$ cat src/rtl/uart_tx_fifo_drain.sv
// uart_tx_fifo_drain: pops bytes from the transmit FIFO and sends each as an 8N1 UART frame
module uart_tx_fifo_drain #(
  parameter int CLKS_PER_BIT = 868,
  parameter int DATA_BITWIDTH = 8,
  parameter int BIT_COUNTER_BITWIDTH = 10
) (
  input  logic                     clk,
  input  logic                     reset_n,
  input  logic                     tx_enable,
  input  logic                     fifo_read_ready,
  input  logic [DATA_BITWIDTH-1:0] fifo_read_data,
  output logic                     fifo_read_enable,
  output logic                     txd,
  output logic                     busy
);
  localparam int IW = DATA_BITWIDTH > 1 ? $clog2(DATA_BITWIDTH) : 1;
  localparam logic [BIT_COUNTER_BITWIDTH-1:0] CNT_LAST = BIT_COUNTER_BITWIDTH'(CLKS_PER_BIT - 1);
  localparam logic [IW-1:0] IDX_LAST = IW'(DATA_BITWIDTH - 1);
  typedef enum logic [2:0] {IDLE, FETCH, START, DATA, STOP} state_t;
  state_t r_state, w_next;
  logic [BIT_COUNTER_BITWIDTH-1:0] r_cnt;
  logic [IW-1:0] r_idx;
  logic [DATA_BITWIDTH-1:0] r_shift;
  logic w_bit_end;
  logic w_counting;
  assign w_bit_end = r_cnt == CNT_LAST;
  assign w_counting = r_state == START || r_state == DATA || r_state == STOP;
  assign busy = r_state != IDLE;
  // IDLE never pops, giving the FIFO's registered read a cycle to present the head byte
  always_comb begin
    w_next = r_state;
    fifo_read_enable = 1'b0;
    txd = 1'b1;
    case (r_state)
      IDLE: w_next = tx_enable && fifo_read_ready ? FETCH : IDLE;
      FETCH: begin
        fifo_read_enable = 1'b1;
        w_next = START;
      end
      START: begin
        txd = 1'b0;
        w_next = w_bit_end ? DATA : START;
      end
      DATA: begin
        txd = r_shift[0];
        w_next = w_bit_end && r_idx == IDX_LAST ? STOP : DATA;
      end
      STOP: w_next = w_bit_end ? IDLE : STOP;
      default: w_next = IDLE;
    endcase
  end
  always_ff @(posedge clk or negedge reset_n) begin
    if (!reset_n) begin
      r_state <= IDLE;
      r_cnt <= '0;
      r_idx <= '0;
      r_shift <= '0;
    end else begin
      r_state <= w_next;
      r_cnt <= w_counting && !w_bit_end ? r_cnt + 1'b1 : '0;
      if (r_state == FETCH)
        r_shift <= fifo_read_data;
      else if (r_state == DATA && w_bit_end)
        r_shift <= r_shift >> 1;
      if (r_state == START)
        r_idx <= '0;
      else if (r_state == DATA && w_bit_end)
        r_idx <= r_idx + 1'b1;
    end
  end
endmodule

$ cat config.mk
export PLATFORM = sky130hd
export DESIGN_NAME = uart_tx_fifo_drain
export DESIGN_NICKNAME = d
export VERILOG_FILES = /design/src/rtl/uart_tx_fifo_drain.sv
export SDC_FILE = /design/constraint.sdc
export NUM_CORES = 1
export LEC_CHECK = 0
export BUFFER_PORTS_ARGS = -buffer_cell sky130_fd_sc_hd__buf_2
export CORE_AREA = 2 2 68 70
export CTS_CLUSTER_SIZE = 28
export DETAILED_ROUTE_END_ITERATION = 8
export DIE_AREA = 0 0 70 72
export PLACE_DENSITY_LB_ADDON = 0.3
export SETUP_SLACK_MARGIN = 0.2
export SLEW_MARGIN = 20
export SYNTH_ARGS = -nofsm -noshare
export SYNTH_HDL_FRONTEND = slang
export SYNTH_SLANG_ARGS = --single-unit
$ cat constraint.sdc
create_clock -name clk -period 2.2 [get_ports clk]
set_input_delay 0.33 -clock clk [delete_from_list [all_inputs] [get_ports clk]]
set_output_delay 0.33 -clock clk [all_outputs]
set_load 0.005 [all_outputs]
== Word-level counts from Yosys, hierarchy flattened ==
Index checks and enable logic that the tools add are counted.

* $add $sub $neg: 2
* Equal/unequal tests: 6
* Mux-type cells: 12
* Reductions and logical operators: 11

{| class="wikitable"
|+ Operators by type and width
! cell !! number
|-
| 2-to-1 mux 8 bit || 2
|-
| case mux 3 bit (5 select lines) || 1
|-
| 2-to-1 mux 3 bit || 4
|-
| adder 10 x 1 -> 10 bit (second input constant) || 1
|-
| equality test 10 bit (second input constant) || 1
|-
| 2-to-1 mux 10 bit || 1
|-
| equality test 3 x 2 -> 1 bit (second input constant) || 2
|-
| equality test 3 bit (second input constant) || 2
|-
| logical AND 1 bit || 4
|-
| nonzero test 2 bit || 2
|-
| adder 3 x 1 -> 3 bit (second input constant) || 1
|-
| equality test 3 x 1 -> 1 bit (second input constant) || 1
|-
| logical NOT 3 bit || 1
|-
| 2-to-1 mux 1 bit || 3
|-
| nonzero test 3 bit || 1
|-
| logical OR 1 bit || 2
|-
| case mux 1 bit (2 select lines) || 1
|-
| logical NOT 1 bit || 1
|}

* Bits in registers: 24
* Input bits: 12
* Output and inout bits: 3
* Logic and storage cells: 35

== Longest topological paths before layout ==
* Word-level depth: 5
* Gate-level depth with buffers: 7
* Depth with buffers taken out: 5

== Worst setup path after synthesis ==
OpenSTA, ideal clock, no wires.

* Path kind: reg2reg
* From: register r_cnt[0]
* To: register r_shift[3]
* Data arrival time: 1,461 ps
* Path slack: 613 ps
* Cell stages (with the launch flop): 6
* Path buffers: 0
* Period minus slack after synthesis: 1,587 ps
* Path through: dfrtp_1 > ha_1 > nor3b_4 > nand4_4 > and3_1 > a221o_1

* Word-level cells in the longest chain between the ends: 3

{| class="wikitable"
|+ Ends and longest elaborated chain
! item !! line !! RTL
|-
| from (decl) || 21 || <nowiki>logic [BIT_COUNTER_BITWIDTH-1:0] r_cnt;</nowiki>
|-
| from (signal assigned) || 60 || <nowiki>r_cnt <= w_counting && !w_bit_end ? r_cnt + 1'b1 : '0;</nowiki>
|-
| equality test 10 bit || 26 || <nowiki>assign w_bit_end = r_cnt == CNT_LAST;</nowiki>
|-
| logical AND 1 bit || 63 || <nowiki>else if (r_state == DATA && w_bit_end)</nowiki>
|-
| nonzero test 2 bit (no line) || n/a ||
|-
| to (signal assigned) || 62 || <nowiki>r_shift <= fifo_read_data;</nowiki>
|-
| to (signal assigned) || 64 || <nowiki>r_shift <= r_shift >> 1;</nowiki>
|-
| to (decl) || 23 || <nowiki>logic [DATA_BITWIDTH-1:0] r_shift;</nowiki>
|}

No other way between the ends.
A chain may end at the register's enable or synchronous reset.

== Final worst setup path ==
* From: register r_state[0]
* To: output fifo_read_enable

* Word-level cells in the longest chain between the ends: 2

{| class="wikitable"
|+ Ends and longest elaborated chain
! item !! line !! RTL
|-
| from (decl) || 20 || <nowiki>state_t r_state, w_next;</nowiki>
|-
| from (signal assigned) || 59 || <nowiki>r_state <= w_next;</nowiki>
|-
| equality test 3 x 1 -> 1 bit || 34 || <nowiki>case (r_state)</nowiki>
|-
| 2-to-1 mux 1 bit || 34 ||
|-
| to (decl) || 12 || <nowiki>output logic fifo_read_enable,</nowiki>
|}

No other way between the ends.

==> results.md <==
- Status: completed
- Worst R2R Setup Slack: 0.48 ns
- Finished Layout Cells: 188
- Worst-margin pin slew: 0.528 ns
- Pwr/cell area: 985 mW/mm2
- Hold Path Class: input pin to async pin
- Core Box Area: 0.00426 mm2
- Overflow after GRT: 0
- Max Root-Sink Buffers: 2
- DP Wirelength: 1750 um
- Num rows: 24
- H-tree depth: 1
- Gate Count Post-Synth: 121
- Fill cells: 471
- Total Routed Length: 2340 um
- Unique cell type count in the Yosys netlist: 34
- Drt first pass iters: 4
- Fin crit share: 0.842
- Number of synthesized register bits: 24
- YS warnings: 0
- Largest net degree at the start of global routing: 25
- Max Fclk: 540 MHz
- Number of buffers added on ports: 14
- Initial DRC count: 22
- Fin area: 0.00141 mm2
- Reg2Reg Depth: 5
- CP startpoint kind: flip-flop
- Initial antenna violation count: 0
- Placed insts: 182
- Max Cap Viol: 0
- Avg Cell Area, Syn: 10.2 um2
- Clk root buf: clkbuf_8
- P&R area growth vs syn: 14.0%
- Layout Utilization: 0.330
- Die area: 0.00504 mm2
- Fin. max-slew vios: 0
- TNS Setup: 0 ns
- Num CTS Buffers: 3
- Worst skew pair latency: 0.26 ns
- DRT antenna net count: 0
- Worst setup EP type: primary output
- Number of global-route vias before repair: 947
- Vias: 940
- Reg2reg start: r_cnt[0]
- CTS sink count: 24
- DR DRC count: 0
- Hold Vio Cnt, Final: 0
- Share of layout cells above drive strength 1: 0.199
- Post-Syn Nets: 136
- RSZ-0062 raised after global routing: false
- Crit path arrival time: 1.52 ns
- # setup viols final: 0
- Req. time, crit path: 1.87 ns
- Die width: 70 um
- Critical path class: flip-flop to primary output
- Tot GR Track Use: 0.0997
- GPL Wtd Cong: 0.715
- RR Endpoint: r_shift[2]
- DP Area: 0.00134 mm2
- Wire length per cell: 12.4 um
- Via density: 5.00
- Leakage: 0.703 nW
- Die span in y: 72 um
- Register area: 602 um2
- Final net count: 152
- First-pass GRT wire length: 4130 um
- Final Critical Period: 1.85 ns
- ANT cells: 0
- Multi-input gate area: 578 um2
- I/O pin count: 15
- Clock skew: 0.00232 ns
- Initial Utilization: 0.290
- Worst Path Max Fanout: 6
- Max VDD drop: 0.335 mV
- Clk slew on worst S/H paths: 0.08 ns
- Synthesized area: 0.00123 mm2
- Slew HR: 0.648
- PnR Total Power: 1.39 mW
- TritonCTS clock tree: built
- Post-synthesis sequential area ratio: 0.486
## synth_stat cells, drive strengths merged
cell    instances  share of area
a221o           2          0.016
a31oi           1         0.0051
or4             1         0.0061
and3            6          0.030
nor3b           2          0.021
clkbuf          1         0.0030
and4            1         0.0071
mux2i           4          0.032
nand3          12          0.053
nor3            1         0.0040
o22ai           2          0.010
dfrtp          24           0.49
xor2            6          0.043
xnor2           2          0.014
nor2b           1         0.0051
and4bb          1          0.013
and3b           1         0.0071
o21ai           2         0.0081
inv             4          0.012
a21o            1         0.0061
nor2           16          0.049
a21oi           5          0.020
nand4           5          0.037
nand2           7          0.021
or3             2          0.010
and2            1         0.0061
nand2b          1         0.0051
buf             5          0.030
a311oi          1         0.0071
ha              3          0.030
## how the worst max path moves through the flow
stage               start                to  slack [ns]  depth (start not counted)
3_3_place_gp   r_state[0]  fifo_read_enable        0.45                          4
5_1_grt        r_state[0]  fifo_read_enable        0.25                          4
4_1_cts        r_state[0]  fifo_read_enable        0.25                          4
2_1_floorplan    r_cnt[0]        r_shift[3]        0.61                          5
6_report       r_state[0]  fifo_read_enable        0.35                          4
3_5_place_dp   r_state[0]  fifo_read_enable        0.44                          4
## report_power, final
group          switching (mW)  total (mW)  internal, mW  leakage, nW
registers               0.130       0.714         0.584        0.294
clock network           0.141       0.301         0.160       0.0288
logic                   0.173       0.371         0.198        0.380
## cell type report
type / count / area share
multi-input combinational: 87 / 0.411
inverter: 4 / 0.0107
tap: 52 / 0.0462
sequential: 24 / 0.428
timing repair buffer: 17 / 0.0658
clock buffer: 4 / 0.0391
## flip-flops by register name, indices dropped and copies added, names as in the netlist
| register | flops |
|---|---|
| r_idx | 3 |
| r_state | 3 |
| r_cnt | 10 |
| r_shift | 8 |
## cell families (layout without fill, tap and decap cells)
group / Yosys count / after routing / share of synthesized area
fa+ha+maj: 3 / 3 / 0.0304
buf+inv: 10 / 25 / 0.0456
simple gates: 58 / 58 / 0.276
mux: 4 / 4 / 0.0324
flops: 24 / 24 / 0.486
compound gates: 14 / 14 / 0.0730
xor+xnor: 8 / 8 / 0.0567
## per-layer routing
layer	routed length [um]	global-route usage
met5	0	0
met4	35	0.0406
met3	101	0.0208
met2	1050	0.151
met1	1150	0.140
## worst max-delay path, cell delays in order, from the launching register on
cell	delay, ns
dfrtp_2	0.41
inv_1	0.10
or3_1	0.47
inv_1	0.14
buf_2	0.13
## what timing repair did
item / in CTS / in global routing
buffers inserted: 0 / 2
hold buffers: 0 / 0
endpoints found under the setup margin: 1 / 1
gates cloned: 0 / 0
resized for setup: 1 / 0
pin swaps: 0 / 0
## per-stage QoR
step | setup slack (ns) | hold slack [ns]
after global placement | 0.451 | 0.343
final | 0.347 | 0.0326
after CTS | 0.251 | 0.0601
after detailed placement | 0.444 | 0.353
after global routing | 0.249 | 0.0765
after floorplan | 0.613 | 0.0344
## placed cells by master (no fill, tap or decap), types with 3 or more instances in the layout
cell / Yosys / routed
dfrtp_1: 24 / 23
a21oi_1: 5 / 5
nand2_1: 7 / 7
and3_1: 6 / 6
mux2i_1: 4 / 4
inv_1: 4 / 4
xor2_1: 6 / 6
nand4_1: 4 / 4
buf_2: 3 / 14
nor2_1: 16 / 16
buf_4: 0 / 3
ha_1: 3 / 3
clkbuf_8: 0 / 4
nand3_1: 11 / 11
No activity file was read; power rests on OpenSTA's default activity.
